===== config.mk =====
export PLATFORM = sky130hd
export DESIGN_NAME = rdf
export DESIGN_NICKNAME = d
export VERILOG_FILES = /design/src/rtl/rdf.sv
export SDC_FILE = /design/constraint.sdc
export NUM_CORES = 1
export LEC_CHECK = 0
export ABC_AREA = 1
export CELL_PAD_IN_SITES_DETAIL_PLACEMENT = 1
export CELL_PAD_IN_SITES_GLOBAL_PLACEMENT = 1
export CORE_UTILIZATION = 52
export DETAILED_ROUTE_END_ITERATION = 16
export PLACE_DENSITY_LB_ADDON = 0.1
export SYNTH_ARGS = -nofsm -noshare
export SYNTH_HDL_FRONTEND = slang
export SYNTH_SLANG_ARGS = --single-unit

===== constraint.sdc =====
create_clock -name clk -period 5 [get_ports clk]
set_clock_uncertainty 0.05 [all_clocks]
set_input_delay 0.5 -clock clk [delete_from_list [all_inputs] [get_ports clk]]
set_output_delay 0.5 -clock clk [all_outputs]
set_load 0.005 [all_outputs]

===== src/rtl/rdf.sv =====
// Read data flow buffer: 8 x 64-bit slots filled in issue order by DFI, drained by TLX pointer reads.
// Latency: tlxt read to data 2 cycles. No backpressure; illegal commands are dropped and flagged. Option: RDF_DATA_PARITY_EN.
module rdf (
  input  logic        clk,
  input  logic        rst,
  input  logic        srq_rdf_rd,
  input  logic [2:0]  srq_rdf_ptr,
  input  logic        srq_rdf_p,
  input  logic        dfi_rdf_valid,
  input  logic [63:0] dfi_rdf_data,
`ifdef RDF_DATA_PARITY_EN
  input  logic [7:0]  dfi_rdf_data_p,
`endif
  input  logic        tlxt_rdf_rd,
  input  logic [2:0]  tlxt_rdf_ptr,
  input  logic        tlxt_rdf_p,
  output logic        rdf_tlxt_valid,
  output logic [63:0] rdf_tlxt_data,
  output logic [7:0]  rdf_srq_free,
`ifdef RDF_DATA_PARITY_EN
  output logic [5:0]  rdf_fir
`else
  output logic [4:0]  rdf_fir
`endif
);

`ifdef RDF_DATA_PARITY_EN
  localparam int FIR_W = 6;
`else
  localparam int FIR_W = 5;
`endif

  typedef enum logic [1:0] {S_FREE, S_PEND, S_READY} slot_st_t;

  slot_st_t    st     [8];
  slot_st_t    st_nxt [8];
  logic [63:0] mem    [8];
  logic [2:0]  ord_mem [8];
  logic [3:0]  ord_wp, ord_rp;

  logic        srq_cmd, srq_par_err, alloc_ok, alloc_err;
  logic        tlxt_cmd, tlxt_par_err, rd_ok, rd_err;
  logic        fifo_empty, fill, fill_err;
  logic [2:0]  head;
  logic [63:0] rd_dat;
  logic [FIR_W-1:0] fir_evt;
  logic        s1_vld;
  logic [63:0] s1_dat;

`ifdef RDF_DATA_PARITY_EN
  logic [7:0] poison;
  logic       dpar_err;

  always_comb begin
    dpar_err = 1'b0;
    for (int b = 0; b < 8; b++)
      dpar_err = dpar_err | (^{dfi_rdf_data[8*b +: 8], dfi_rdf_data_p[b]});
  end
`endif

  // Legality is judged only against the slot state held at the start of the cycle.
  always_comb begin
    srq_par_err  = srq_rdf_rd & (^{srq_rdf_rd, srq_rdf_p, srq_rdf_ptr});
    srq_cmd      = srq_rdf_rd & ~(^{srq_rdf_rd, srq_rdf_p, srq_rdf_ptr});
    alloc_ok     = srq_cmd && (st[srq_rdf_ptr] == S_FREE);
    alloc_err    = srq_cmd && (st[srq_rdf_ptr] != S_FREE);
    tlxt_par_err = tlxt_rdf_rd & (^{tlxt_rdf_rd, tlxt_rdf_p, tlxt_rdf_ptr});
    tlxt_cmd     = tlxt_rdf_rd & ~(^{tlxt_rdf_rd, tlxt_rdf_p, tlxt_rdf_ptr});
    rd_ok        = tlxt_cmd && (st[tlxt_rdf_ptr] == S_READY);
    rd_err       = tlxt_cmd && (st[tlxt_rdf_ptr] != S_READY);
    fifo_empty   = (ord_wp == ord_rp);
    fill         = dfi_rdf_valid & ~fifo_empty;
    fill_err     = dfi_rdf_valid & fifo_empty;
    head         = ord_mem[ord_rp[2:0]];
  end

  always_comb begin
    fir_evt      = '0;
    fir_evt[0]   = srq_par_err;
    fir_evt[1]   = tlxt_par_err;
    fir_evt[2]   = alloc_err;
    fir_evt[3]   = fill_err;
    fir_evt[4]   = rd_err;
`ifdef RDF_DATA_PARITY_EN
    fir_evt[5]   = fill & dpar_err;
`endif
  end

  // The three transitions require mutually exclusive current states, so they never collide on a slot.
  always_comb begin
    for (int i = 0; i < 8; i++) begin
      st_nxt[i] = st[i];
      if (alloc_ok && (srq_rdf_ptr == 3'(i)))
        st_nxt[i] = S_PEND;
      if (fill && (head == 3'(i)))
        st_nxt[i] = S_READY;
      if (rd_ok && (tlxt_rdf_ptr == 3'(i)))
        st_nxt[i] = S_FREE;
    end
  end

  always_comb begin
    for (int i = 0; i < 8; i++)
      rdf_srq_free[i] = (st[i] == S_FREE);
  end

  always_comb begin
    rd_dat = mem[tlxt_rdf_ptr];
`ifdef RDF_DATA_PARITY_EN
    if (poison[tlxt_rdf_ptr])
      rd_dat = 64'hDEAD_DEAD_DEAD_DEAD;
`endif
  end

  always_ff @(posedge clk) begin
    if (rst) begin
      for (int i = 0; i < 8; i++)
        st[i] <= S_FREE;
      ord_wp         <= '0;
      ord_rp         <= '0;
      rdf_fir        <= '0;
      s1_vld         <= 1'b0;
      s1_dat         <= '0;
      rdf_tlxt_valid <= 1'b0;
      rdf_tlxt_data  <= '0;
    end else begin
      for (int i = 0; i < 8; i++)
        st[i] <= st_nxt[i];
      if (alloc_ok)
        ord_wp <= ord_wp + 4'd1;
      if (fill)
        ord_rp <= ord_rp + 4'd1;
      rdf_fir        <= rdf_fir | fir_evt;
      s1_vld         <= rd_ok;
      s1_dat         <= rd_ok ? rd_dat : 64'd0;
      rdf_tlxt_valid <= s1_vld;
      rdf_tlxt_data  <= s1_dat;
    end
  end

  // Storage arrays carry no reset; slot state alone decides what is valid.
  always_ff @(posedge clk) begin
    if (alloc_ok)
      ord_mem[ord_wp[2:0]] <= srq_rdf_ptr;
    if (fill)
      mem[head] <= dfi_rdf_data;
  end

`ifdef RDF_DATA_PARITY_EN
  always_ff @(posedge clk) begin
    if (rst)
      poison <= '0;
    else if (fill)
      poison[head] <= dpar_err;
  end
`endif

endmodule

==> flow_summary.toml, run 1 <==
[route]
wl_per_cell_um = 22.69
drtIter0Drc = 1145
vias = 16800
wl_um = 67560
drc = 0
ant_nets = 0
routed_via_density = 5.642
drtPass1Iterations = 5

[power_and_ir_drop]
ir_drop_mv = 0.3313
pwr_density_cell_mw_per_mm2 = 426.3
p_leak_nw = 10.36

[setup_path]
path_cells = "clkdlybuf4s50_1 -> inv_1 -> ha_1 -> inv_1 -> nand2_1 -> nand2_1 -> nand2_1 -> nand2_1 -> nor2_2 -> nand3_1 -> nor3_1"
start_kind = "primary input"
cp_max_fo = 14
required_ns = 5.18
crit_path_top_delay_cell = "clkdlybuf4s50_1"
endpoint_kind = "register"
cpMostUsedCell = "nand2_1"
crit_buf_inv = 3
critPathTopFamily = "simple AND/OR/NAND/NOR gates"
criticalPathCategory = "primary input to register"
max_stage_delay_ns = 0.78
worstPathArrival_ns = 3.36

[synth]
synth_ff_type = "edfxtp_1"
syn-num-nets = 2207
seq_area_frac_synth = 0.7426
synthCells = 2120
synth_edf_count = 536
yosysWarnings = 0
async_flop_share = 0
ys_ff_latch = 698
ys_types = 28
netlist_area_mm2 = 0.02604
syn_avg_cell_area_um2 = 12.28

[finish]
multi_input_area_mm2 = 0.005632
seq_area_mm2 = 0.01934
stdcell_area_mm2 = 0.03046
final_nets = 2338
nFillCells = 4816
area_growth_pct = 16.95
mostFrequentLayoutCell = "edfxtp_1"
drive_gt1_frac = 0.08965
layout_common_cells = "536 x edfxtp_1, 368 x nor2_1, 259 x o21ai_0"

[outcome]
status = "finished, final reports clean"

[floorplanning]
dieWidth_um = 225.8
io_pins = 155
dieHeight_um = 225.8
placementRows = 81
dieArea_mm2 = 0.05098
placeableCoreArea_mm2 = 0.04915
start_util = 0.5298

[placement]
placed_cell_area_mm2 = 0.02809
dp_slack_ns = 1.263
gp_congestion = 0.8680
dpl.hpwl_um = 36440
portBuffers = 154

[cts]
h-tree-depth = 3
cts_resized = 0
hold_buffers = 0
path_clk_slew_ns = 0.06
cts.sinks = 698
clock_latency_ns = 0.60
cts_max_path_buffers = 3
cts_tree = "built"
cts_setup_buffers = 0
numCtsBuffers = 71
cts-root-buf = "clkbuf_16"

[global_route]
use_met3 = 0.03799
track_usage = 0.2689
grt.overflow.total = 0
grtUsageMet2 = 0.4679
grt_util_met1 = 0.3421
grt_pass1_vias = 17960
antenna_found_initial = 5
grt_max_degree = 258
grt_pass1_wl_um = 102700
grt_busiest_layer = "met2"

[sta]
period_needed_ns = 3.177
drv_slew = 0
fin_ws_ns = 1.823
rsz0062_at_grt = "no"
fin_crit_sh = 0.6354
worst_pin_slew_ns = 1.198
finalHoldViolations = 0
tns_ns = 0
fmaxAchievable_mhz = 314.8
finalSetupViolCount = 0
timing.slew.headroom = 0.2011

[run]
drv_cap = 0

[min_path]
hold_path_class = "primary input to register"
[Yosys cell counts (2+ instances only)]
master    count  area share
o22ai_1     128       0.031
nand2_1     228       0.033
nor2_2        2     0.00048
clkbuf_1     80       0.012
nor3_1        6      0.0012
xnor2_1       3      0.0010
dfxtp_1     162        0.12
edfxtp_1    536        0.62
nand3_2       5      0.0019
buf_4        11      0.0032
o21ai_1       9      0.0017
nand3b_1     12      0.0035
o21ai_0     259       0.050
a21oi_2      49       0.016
nor2_1      368       0.053
nand3_1      38      0.0073
inv_1       121       0.017
buf_2        17      0.0033
ha_1         10      0.0048
buf_1         7      0.0010
xor2_1        6      0.0020
buf_6         8      0.0035
a21oi_1      34      0.0065
nand4_1       8      0.0019
inv_2        10      0.0014
[cells by family (layout without fill, tap and decap cells)]
kind of cell,after synthesis,after routing,share of synthesized area
AND/OR/NAND/NOR,668,668,0.1026
XOR/XNOR,9,9,0.003027
AO/OA/AOI/OAI,480,480,0.1056
adder cells (fa/ha/maj),10,10,0.004804
other,0,4,0
buffers and inverters,255,444,0.04146
flip-flops,698,698,0.7426
[final cells by class]
type                       count  area share
clock inverter                28     0.01068
tap                          664     0.02728
timing repair buffer         181     0.05830
antenna                        4   0.0003287
inverter                     132     0.01684
clock buffer                 103     0.06668
sequential                   698      0.6350
multi-input combinational   1167      0.1849
[final timing paths]
path                            end  slack [ns]       startpoint  cells past startpoint
setup / recovery      ord_mem[3][1]        1.82   srq_rdf_ptr[1]                     11
hold reg to reg   rdf_tlxt_data[30]        0.35       s1_dat[30]                      2
hold / removal           rdf_fir[1]        0.28  tlxt_rdf_ptr[2]                      4
setup reg to reg         mem[7][51]        1.87         register                     10
[where the power goes]
part | switching, W | internal (W) | leakage (nW)
Sequential | 0.0000891 | 0.00654 | 6.14
Combinational | 0.000699 | 0.000271 | 3.07
Clock | 0.00219 | 0.00319 | 1.15
[tightest hold or removal path, stage by stage]
cell and delay, ns:
buf_4 0.10, xor2_1 0.10, a21oi_1 0.13, nor2_1 0.05
[per-stage QoR]
stage          std cells  total power, W  utilization  hold WS [ns]
2_1_floorplan       2120        0.007279            -        0.3383
3_3_place_gp        2842        0.007658       0.5715        0.3392
3_5_place_dp        2842        0.007713       0.5715        0.3450
4_1_cts             2973         0.01306       0.6194        0.2518
5_1_grt             2976         0.01336       0.6195        0.3239
6_report            2977         0.01298       0.6196        0.2827
[sequential cells by signal (all words and copies together), names as in the netlist, named ones only]
| signal | cells |
|---|---|
| ord_mem | 24 |
| ord_wp | 4 |
| st | 16 |
| rdf_tlxt_valid | 1 |
| ord_rp | 4 |
| rdf_tlxt_data | 64 |
| rdf_fir | 5 |
| s1_dat | 64 |
| s1_vld | 1 |
| mem | 512 |
[layer usage]
layer | part of all wire | vias to the layer above | wire length, µm
met1 | 0.42 | 8593 | 28460
met5 | 0.00036 | - | 24
met2 | 0.51 | 383 | 34630
li1 | - | 7704 | -
met3 | 0.043 | 112 | 2891
met4 | 0.023 | 4 | 1547
Note: power is estimated with default switching activity, not from simulation.
==> run 2: changes to the inputs <==
Settings changed: CORE_UTILIZATION 52 to 44.
Clock period 5 ns to 2.9 ns, I/O delays scaled along.
==> run 2 against run 1 <==
  * Clock power increased by 73%
  * Sequential share of layout area decreased by 1.1 points
  * Global-route usage decreased by 4.3 points
  * Die area increased by 18%
  * Largest power group unchanged
  * Final area increased by 1.7%
  * Cell count increased by 4.2%
  * Power increased by 73%
  * Core utilization decreased by 8.7 points
  * Worst setup slack got worse by 1.4 ns
==> flow_summary.toml, run 2 (synthesis results as in run 1) <==
[placement]
dpl.hpwl_um = 36600
dp_cells = 2964
gp_congestion = 0.8310
portBuffers = 154

[min_path]
whs_path_depth = 2
hold_path_class = "primary input to register"
holdCritStartpoint = "rst"
hold_path_end = "rdf_fir[1]"

[cts]
cts_setup_buffers = 0
numCtsBuffers = 74
cts.sinks = 698
h-tree-depth = 3
hold_buffers = 0
cts_max_path_buffers = 3
clock_latency_ns = 0.60
path_clk_slew_ns = 0.06
cts-root-buf = "clkbuf_16"
cts_resized = 0
cts_tree = "built"

[floorplanning]
io_pins = 155
placeableCoreArea_mm2 = 0.05814
start_util = 0.4480
placementRows = 88
dieArea_mm2 = 0.06016
dieWidth_um = 245.3
dieHeight_um = 245.3

[setup_path]
start_kind = "register"
r2r-end = "mem[0][13]"
required_ns = 3.14
cp_max_fo = 27
rrSetupSlack_ns = 0.43
criticalPathCategory = "register to register"
worstPathArrival_ns = 2.71
endpoint_kind = "register"
worstRegToRegCells = 12

[sta]
finalSetupViolCount = 0
timing.slew.headroom = 0.4148
period_needed_ns = 2.468
fin_crit_sh = 0.8510
fmaxAchievable_mhz = 405.2
drv_slew = 0
finalHoldViolations = 0
rsz0062_at_grt = "no"
tns_ns = 0
worst_hold_slack_ns = 0.09353
worst_pin_slew_ns = 0.8778

[route]
wl_um = 67600
drtPass1Iterations = 5
drc = 0
wl_per_cell_um = 21.80
drtIter0Drc = 895
ant_nets = 0
routed_via_density = 5.378
vias = 16680

[power_and_ir_drop]
p_leak_nw = 10.54
pwr_density_cell_mw_per_mm2 = 726.2
ir_drop_mv = 0.5882

[finish]
reg.largest.list = "mem: 512 flops, rdf_tlxt_data: 64 flops, s1_dat: 64 flops"
layout_common_cells = "536 x edfxtp_1, 368 x nor2_1, 259 x o21ai_0"
drive_gt1_frac = 0.1012
fin_cells = 3101
area_growth_pct = 18.95
mostFrequentLayoutCell = "edfxtp_1"
final_nets = 2362
largest_register_ffs = 512
regMostFlops = "mem"

[global_route]
grt_pass1_vias = 17550
antenna_found_initial = 5
grt_max_degree = 191
grt_pass1_wl_um = 103100
track_usage = 0.2263
grt.overflow.total = 0

[outcome]
status = "finished, final reports clean"

[run]
drv_cap = 0
[run 2: area by class of cell]
cell class              instances  area [µm²]
flip-flops and latches        698       19340
fillers                      5902       27160
well taps                     765       957.2
clock inverters                30       289.0
diodes                          3       7.507
inverters                     132       511.7
repair buffers                202        2146
clock buffers                 104        2097
multi-input cells            1167        5632
[run 2: worst max-delay path, stage by stage (launching register included)]
cell      delay [ns]
dfxtp_1         0.32
buf_4           0.22
inv_2           0.10
nand2_1         0.07
nand2_1         0.06
nand2_1         0.06
nand3_1         0.07
nand2_1         0.14
inv_2           0.05
nor2_1          0.27
nand2_1         0.17
clkinv_2        0.29
buf_12          0.28
[run 2: metal layers]
| layer | wire length [µm] | global-route usage | vias to the layer above |
|---|---|---|---|
| met5 | 40 | 0 | - |
| met4 | 1654 | 0.07316 | 6 |
| met3 | 2856 | 0.03553 | 116 |
| met2 | 33090 | 0.3817 | 295 |
| met1 | 29960 | 0.2987 | 8529 |
| li1 | - | - | 7731 |
[run 2: through the flow]
step                      instance area (µm²)  utilization  total power [W]  setup slack [ns]
after floorplan                         26040            -          0.01255          0.008502
after global placement                  28580       0.4917          0.01333            0.1971
after detailed placement                28580       0.4917          0.01341            0.1130
after CTS                               30970       0.5327          0.02273            0.4496
after global routing                    30970       0.5328          0.02325            0.2917
final                                   30980       0.5329          0.02250            0.4321
[run 2: worst max-delay path by stage]
stage	end	cells past startpoint	start
2_1_floorplan	mem[3][0]	10	register
3_3_place_gp	ord_mem[5][0]	11	srq_rdf_ptr[0]
3_5_place_dp	ord_mem[5][0]	11	srq_rdf_ptr[0]
4_1_cts	mem[0][13]	12	register
5_1_grt	mem[5][38]	12	register
6_report	mem[0][13]	12	register
[run 2: where the power goes]
| part | switching (W) | internal (W) | total, W |
|---|---|---|---|
| Combinational | 0.00124 | 0.000540 | 0.00178 |
| Clock | 0.00382 | 0.00549 | 0.00931 |
| Sequential | 0.000129 | 0.0113 | 0.0114 |
